`src/rtl/change_dispenser.sv`:
```
// rtl/change_dispenser.sv - greedy 10/1 yuan change payout sequencer with 4-phase hopper handshake
module change_dispenser #(
   parameter int TEN_INIT    = 10,
   parameter int ONE_INIT    = 20,
   parameter int ACK_TIMEOUT = 1000
) (
   input  logic       clk,
   input  logic       rst,
   input  logic       req,
   input  logic [7:0] value,
   input  logic       clr,
   input  logic       refill,
   input  logic       ten_ack,
   input  logic       one_ack,
   output logic       drop_ten,
   output logic       drop_one,
   output logic       busy,
   output logic       done,
   output logic       err,
   output logic [1:0] err_code,
   output logic [7:0] short_amt,
   output logic [7:0] ten_left,
   output logic [7:0] one_left
);

   // counter only has to reach ACK_TIMEOUT-1; the last waiting cycle triggers the jam
   localparam int            CW       = $clog2(ACK_TIMEOUT + 1);
   localparam logic [CW-1:0] CNT_LAST = CW'(ACK_TIMEOUT - 1);

   typedef enum logic [2:0] {
      IDLE, SEL, DROP_T, DROP_O, REL, DONE_S, ERR
   } state_t;

   state_t        state;
   logic [7:0]    remaining;
   logic [CW-1:0] cnt;

   // single FSM: every output is a register updated together with the state transition
   always_ff @(posedge clk or negedge rst) begin
      if (!rst) begin
         state     <= IDLE;
         remaining <= 8'd0;
         cnt       <= '0;
         drop_ten  <= 1'b0;
         drop_one  <= 1'b0;
         busy      <= 1'b0;
         done      <= 1'b0;
         err       <= 1'b0;
         err_code  <= 2'b00;
         short_amt <= 8'd0;
         ten_left  <= 8'(TEN_INIT);
         one_left  <= 8'(ONE_INIT);
      end else begin
         done <= 1'b0;
         case (state)
            IDLE: begin
               if (req) begin
                  remaining <= value;
                  busy      <= 1'b1;
                  state     <= SEL;
               end else if (refill) begin
                  ten_left <= 8'(TEN_INIT);
                  one_left <= 8'(ONE_INIT);
               end
            end
            SEL: begin
               // greedy: tens first, ones also cover a large remainder once tens run out
               if (remaining == 8'd0) begin
                  done  <= 1'b1;
                  state <= DONE_S;
               end else if (remaining >= 8'd10 && ten_left != 8'd0) begin
                  drop_ten <= 1'b1;
                  cnt      <= '0;
                  state    <= DROP_T;
               end else if (one_left != 8'd0) begin
                  drop_one <= 1'b1;
                  cnt      <= '0;
                  state    <= DROP_O;
               end else begin
                  err       <= 1'b1;
                  err_code  <= 2'b01;
                  short_amt <= remaining;
                  state     <= ERR;
               end
            end
            DROP_T: begin
               if (ten_ack) begin
                  remaining <= remaining - 8'd10;
                  ten_left  <= ten_left - 8'd1;
                  drop_ten  <= 1'b0;
                  state     <= REL;
               end else if (cnt == CNT_LAST) begin
                  drop_ten  <= 1'b0;
                  err       <= 1'b1;
                  err_code  <= 2'b10;
                  short_amt <= remaining;
                  state     <= ERR;
               end else begin
                  cnt <= cnt + CW'(1);
               end
            end
            DROP_O: begin
               if (one_ack) begin
                  remaining <= remaining - 8'd1;
                  one_left  <= one_left - 8'd1;
                  drop_one  <= 1'b0;
                  state     <= REL;
               end else if (cnt == CNT_LAST) begin
                  drop_one  <= 1'b0;
                  err       <= 1'b1;
                  err_code  <= 2'b10;
                  short_amt <= remaining;
                  state     <= ERR;
               end else begin
                  cnt <= cnt + CW'(1);
               end
            end
            REL: begin
               // wait for the hopper to release its ack before asking for the next coin
               if (!ten_ack && !one_ack) begin
                  state <= SEL;
               end
            end
            DONE_S: begin
               busy  <= 1'b0;
               state <= IDLE;
            end
            ERR: begin
               if (clr) begin
                  err       <= 1'b0;
                  err_code  <= 2'b00;
                  short_amt <= 8'd0;
                  busy      <= 1'b0;
                  state     <= IDLE;
               end
            end
            default: begin
               drop_ten <= 1'b0;
               drop_one <= 1'b0;
               busy     <= 1'b0;
               state    <= IDLE;
            end
         endcase
      end
   end

endmodule

```
`config.mk`:
```
export PLATFORM = sky130hd
export DESIGN_NAME = change_dispenser
export DESIGN_NICKNAME = d
export VERILOG_FILES = /design/src/rtl/change_dispenser.sv
export SDC_FILE = /design/constraint.sdc
export NUM_CORES = 1
export LEC_CHECK = 0
export CAP_MARGIN = 10
export CELL_PAD_IN_SITES_DETAIL_PLACEMENT = 0
export CELL_PAD_IN_SITES_GLOBAL_PLACEMENT = 1
export CORE_MARGIN = 4
export CORE_UTILIZATION = 40
export DETAILED_ROUTE_END_ITERATION = 7
export PLACE_DENSITY_LB_ADDON = 0.12
export SKIP_LAST_GASP = 1
export SYNTH_ARGS = -nofsm -noshare
export SYNTH_HDL_FRONTEND = slang
export SYNTH_SLANG_ARGS = --single-unit
```
`constraint.sdc`:
```
create_clock -name clk -period 4.2 [get_ports clk]
set_input_delay 1.26 -clock clk [delete_from_list [all_inputs] [get_ports clk]]
set_output_delay 1.26 -clock clk [all_outputs]
set_load 0.02 [all_outputs]
```
# Word-level counts from Yosys, hierarchy flattened
# Index checks and enable logic that the tools add are counted.
classes:
  add_sub_neg: 5
  n_lt_le_gt_ge: 1
  n_eq_ne: 24
  mux: 67
  bitwise: 3
  reduce_logical: 25
op_table:
  columns: ["cell", "n"]
  rows:
  - ["8-bit two-way mux", 16]
  - ["10-bit two-way mux", 6]
  - ["8-bit one-hot mux with 2 select lines", 2]
  - ["8-bit one-hot mux with 4 select lines", 1]
  - ["10-bit one-hot mux with 3 select lines", 1]
  - ["2-bit != test (second input constant)", 14]
  - ["3-bit two-way mux", 9]
  - ["8-bit one-hot mux with 3 select lines", 1]
  - ["8-bit by 1-bit subtractor with 8-bit output (second input constant)", 3]
  - ["1-bit two-way mux", 18]
  - ["3-bit one-hot mux with 6 select lines", 1]
  - ["4-bit AND reduction", 4]
  - ["8-bit nonzero test", 2]
  - ["2-bit two-way mux", 7]
  - ["10-bit by 1-bit adder with 10-bit output (second input constant)", 1]
  - ["10-bit == test (second input constant)", 1]
  - ["5-bit AND reduction", 2]
  - ["5-bit OR reduction", 2]
  - ["3-bit == test (second input constant)", 3]
  - ["3-bit != test (second input constant)", 3]
  - ["1-bit one-hot mux with 3 select lines", 3]
  - ["8-bit by 4-bit greater-or-equal comparator with 1-bit output (second input constant)", 1]
  - ["8-bit logical NOT", 1]
  - ["2-bit one-hot mux with 4 select lines", 1]
  - ["other kinds (14)", 22]
totals:
  reg_bits: 52
  inputBits: 15

# Depth between registers and ports, before layout
depth:
  ltp_word: 5
  ltp_mapped: 8

# Worst setup path after synthesis
# No wires, ideal clock.
synth_timing:
  path_kind: "input-to-reg"
  start: "input req"
  end: "register ten_left[7]"
  setup_ps: 78
  arrival_time_ps: 2692
  setup_slack_ps: 1431
  path_stages: 5
  n_path_buf: 0
  cell_sequence: "or3b_1 -> a21boi_1 -> nand4b_1 -> or4_1 -> a21oi_1"
synth_between:
  elab_chain_len: 2
synth_rtl:
  columns: ["item", "line", "rtl"]
  rows:
  - ["from (decl)", "9", "input logic req,"]
  - ["2-bit != test (no source line)", null, null]
  - ["4-bit AND reduction (no source line)", null, null]
  - ["to (signal assigned)", "51", "ten_left <= 8'(TEN_INIT);"]
  - ["to (signal assigned)", "62", "ten_left <= 8'(TEN_INIT);"]
  - ["to (signal assigned)", "89", "ten_left <= ten_left - 8'd1;"]
  - ["to (decl)", "22", "output logic [7:0] ten_left,"]
# Every way passes these cells.
# A chain may end at the register's enable or synchronous reset.

# Final worst setup path
layout_timing:
  start: "input ten_ack"
  end: "register cnt[7]"
layout_between:
  elab_chain_len: 2
layout_rtl:
  columns: ["item", "line", "rtl"]
  rows:
  - ["from (decl)", "13", "input logic ten_ack,"]
  - ["2-bit != test (no source line)", null, null]
  - ["5-bit AND reduction (no source line)", null, null]
  - ["to (signal assigned)", "99", "cnt <= cnt + CW'(1);"]
  - ["to (signal assigned)", "115", "cnt <= cnt + CW'(1);"]
  - ["to (decl)", "36", "logic [CW-1:0] cnt;"]
# Every way passes these cells.

==> metrics.cfg <==
[run_status]
status=finished, final reports clean

[layout]
utilization=0.502
nets=402
fillers=727
drive_above_1_share=0.0605
instances_no_fill=479
design_area_sq_mm=0.00366
num_antenna_cells=0
syn2layout_area_growth_pct=21.7

[detailed_routing]
drc=0
vias_per_cell=5.55
detail-route-antenna-nets=0
routed_wl_mm=7.67
wl_per_cell_um=16.0
drt_pre_antenna_iters=4
initialDrtViolationCount=159
vias=2658

[logic_synthesis]
synth_fa_ha_area_frac=0.0333
synth_top_family_by_area=compound AO/OA/AOI/OAI gates
muxShareOfSynthArea=0.00707
synth_area_leaders=dfrtp_1 40%, nor2_1 4.6%, o21ai_0 4.0%
netlist.area_leader.share=0.399
synth-seq-cells=52
synth_compound_area_frac=0.264
postSynthCellCount=334
yosys.area_share.simple=0.205
synth-edff-count=0
syn_area_sq_mm=0.00301
ys_top_cells_by_count=48 x dfrtp_1, 37 x nor2_1, 31 x nand2_1
synth_nets=357
synth_warnings=0
synth_xor_area_frac=0.0204
ys_types=59
avgSynthCellArea_sq_um=9.01
synth_largest_area_cell=dfrtp_1
async_flop_share=1.00
yosysMostFrequentCell=dfrtp_1
ys.flop_type=dfrtp_1
yosysSeqAreaShare=0.434

[floorplanning]
fp-row-count=31
start_util=0.413
coreArea_sq_mm=0.00729
fp.dieW_um=94.8
die_h_um=94.8
die-area_sq_mm=0.00898
ioPinCount=46

[clock_network]
cts_max_level=2
clock_latency_ns=0.31
root_buffer=clkbuf_8
post_cts.repair.setup_buffers=0
cts-resized-gates=0
cts_tree=yes
ctsHoldBuffers=0
clock_sinks=52
path_clk_slew_ns=0.10
clk_path_buf_depth=2
cts-buffers-inserted=5

[grt]
grt_max_degree=30
grt_pass1_wl_mm=13.0
grt_usage=0.184
grt_pass1_vias=2599
overflow=0
antenna_found_initial=0

[timing]
setup_viol=0
finalHoldViolCount=0
tightestPinTransition_ns=0.881
slew_headroom=0.408
setup_tns_ns=0
final.setup_skew_ns=0.00442
fmax_ghz=0.303
period_share=0.785
period_minus_slack_ns=3.30
drv_slew=0
rsz0062_at_grt=no

[power]
ir_drop_v=0.000316
power_mw=2.38
p_sw_mw=1.06
power.share.clock=0.128
comb_power_share=0.507
seq_power_share=0.365
switching_share=0.445
cellLeakagePower_nw=1.54
power_density_mw_per_mm2=648
intPower_mw=1.32

[placement]
place_area_sq_mm=0.00357
dp_cells=471
dpl.hpwl_mm=5.55
place_congestion=0.816
io_buffers=45

[worst_setup_path]
crit_chain=clkdlybuf4s50_1 -> mux2_1 -> nor2_1 -> a21boi_1 -> or4_1 -> a21oi_1
critPathTopFamily=simple AND/OR/NAND/NOR gates
end_kind=flip-flop
worst-path-buf-inv=1
arrival_ns=3.53
worstPathRequired_ns=4.43
critPathKind=in -> reg
start_kind=input port
crit_fanout=12
cpMaxStageDelayCell=or4_1
critPathMaxStageDelay_ns=0.58

[hold_path]
hp-class=reg -> reg

[job]
drv_cap=0

==> layout by cell type (no fill, tap or decap), types with 4 or more instances in the layout <==
| cell | netlist | layout |
|---|---|---|
| o21ai_1 | 6 | 6 |
| dfrtp_1 | 48 | 48 |
| dfstp_2 | 4 | 4 |
| buf_4 | 0 | 6 |
| a22o_1 | 12 | 12 |
| clkdlybuf4s50_1 | 0 | 44 |
| nand2_1 | 31 | 31 |
| xnor2_1 | 4 | 4 |
| nand3_1 | 8 | 8 |
| nor2b_1 | 4 | 4 |
| a21oi_1 | 19 | 19 |
| nor2_1 | 37 | 37 |
| inv_1 | 15 | 15 |
| nor3_1 | 11 | 11 |
| o31ai_1 | 13 | 13 |
| a31oi_1 | 7 | 7 |
| or3_1 | 5 | 5 |
| clkbuf_8 | 0 | 6 |
| a21o_1 | 5 | 5 |
| o21ai_0 | 24 | 24 |
| ha_1 | 8 | 8 |
==> area by class of cell <==
class,count,area (sq um),area share
multi-input combinational,253,1590,0.435
sequential,52,1310,0.357
timing repair buffer,51,490,0.134
tap,99,124,0.0338
clock buffer,8,90.1,0.0246
inverter,16,60.1,0.0164
==> sequential cells by signal, summed over array words and instances, names as in the netlist, 2 cells and up <==
name	count
cnt	10
err_code	2
ten_left	8
state	3
one_left	8
short_amt	8
remaining	8
==> through the flow <==
stage / worst slack, ns / hold slack, ns
2_1_floorplan: 1.43 / 0.445
3_3_place_gp: 0.648 / 0.469
3_5_place_dp: 0.575 / 0.476
4_1_cts: 0.902 / 0.495
5_1_grt: 0.748 / 0.527
6_report: 0.903 / 0.494
==> final timing paths <==
kind | from | to | slack, ns | cells past startpoint
setup reg to reg | remaining[1] | cnt[4] | 1.34 | 7
hold / removal | cnt[8] | cnt[8] | 0.49 | 1
setup / recovery | ten_ack | cnt[7] | 0.90 | 6
min in group asynchronous | rst | one_left[5] | 0.93 | 1
max in group asynchronous | rst | one_left[2] | 2.45 | 2
hold reg to reg | cnt[8] | cnt[8] | 0.49 | 1
==> per-layer routing <==
metal  routed length (um)  vias to the layer above  GRT usage
li1                     -                     1319          -
met1                 3690                     1293      0.259
met2                 3630                       40      0.297
met3                  269                        6     0.0311
met4                   83                        0     0.0433
met5                    0                        -          0
==> cell families (layout without fill, tap and decap cells) <==
kind of cell    count (synthesis)  in the layout
mux                             2              2
fa+ha+maj                       8              8
simple gates                  122            122
buf+inv                        29             75
compound gates                114            114
xor+xnor                        7              7
flops                          52             52
==> power by group through the flow <==
| stage | clock (mW) | combinational (mW) | sequential, mW |
|---|---|---|---|
| floorplan | 0 | 0.742 | 0.909 |
| global placement | 0 | 1.21 | 0.879 |
| detailed placement | 0 | 1.21 | 0.876 |
| CTS | 0.315 | 1.22 | 0.868 |
| global route | 0.339 | 1.34 | 0.904 |
| finish | 0.304 | 1.20 | 0.866 |
==> worst register-to-register path: stages (launching register included) <==
cell and delay (ns):
dfrtp_1 0.43, inv_1 0.15, ha_1 0.22, nor3b_1 0.48, a21o_1 0.37, a21boi_1 0.77
nor2_1 0.15, a21o_1 0.19
Note: power is estimated with default switching activity, not from simulation.
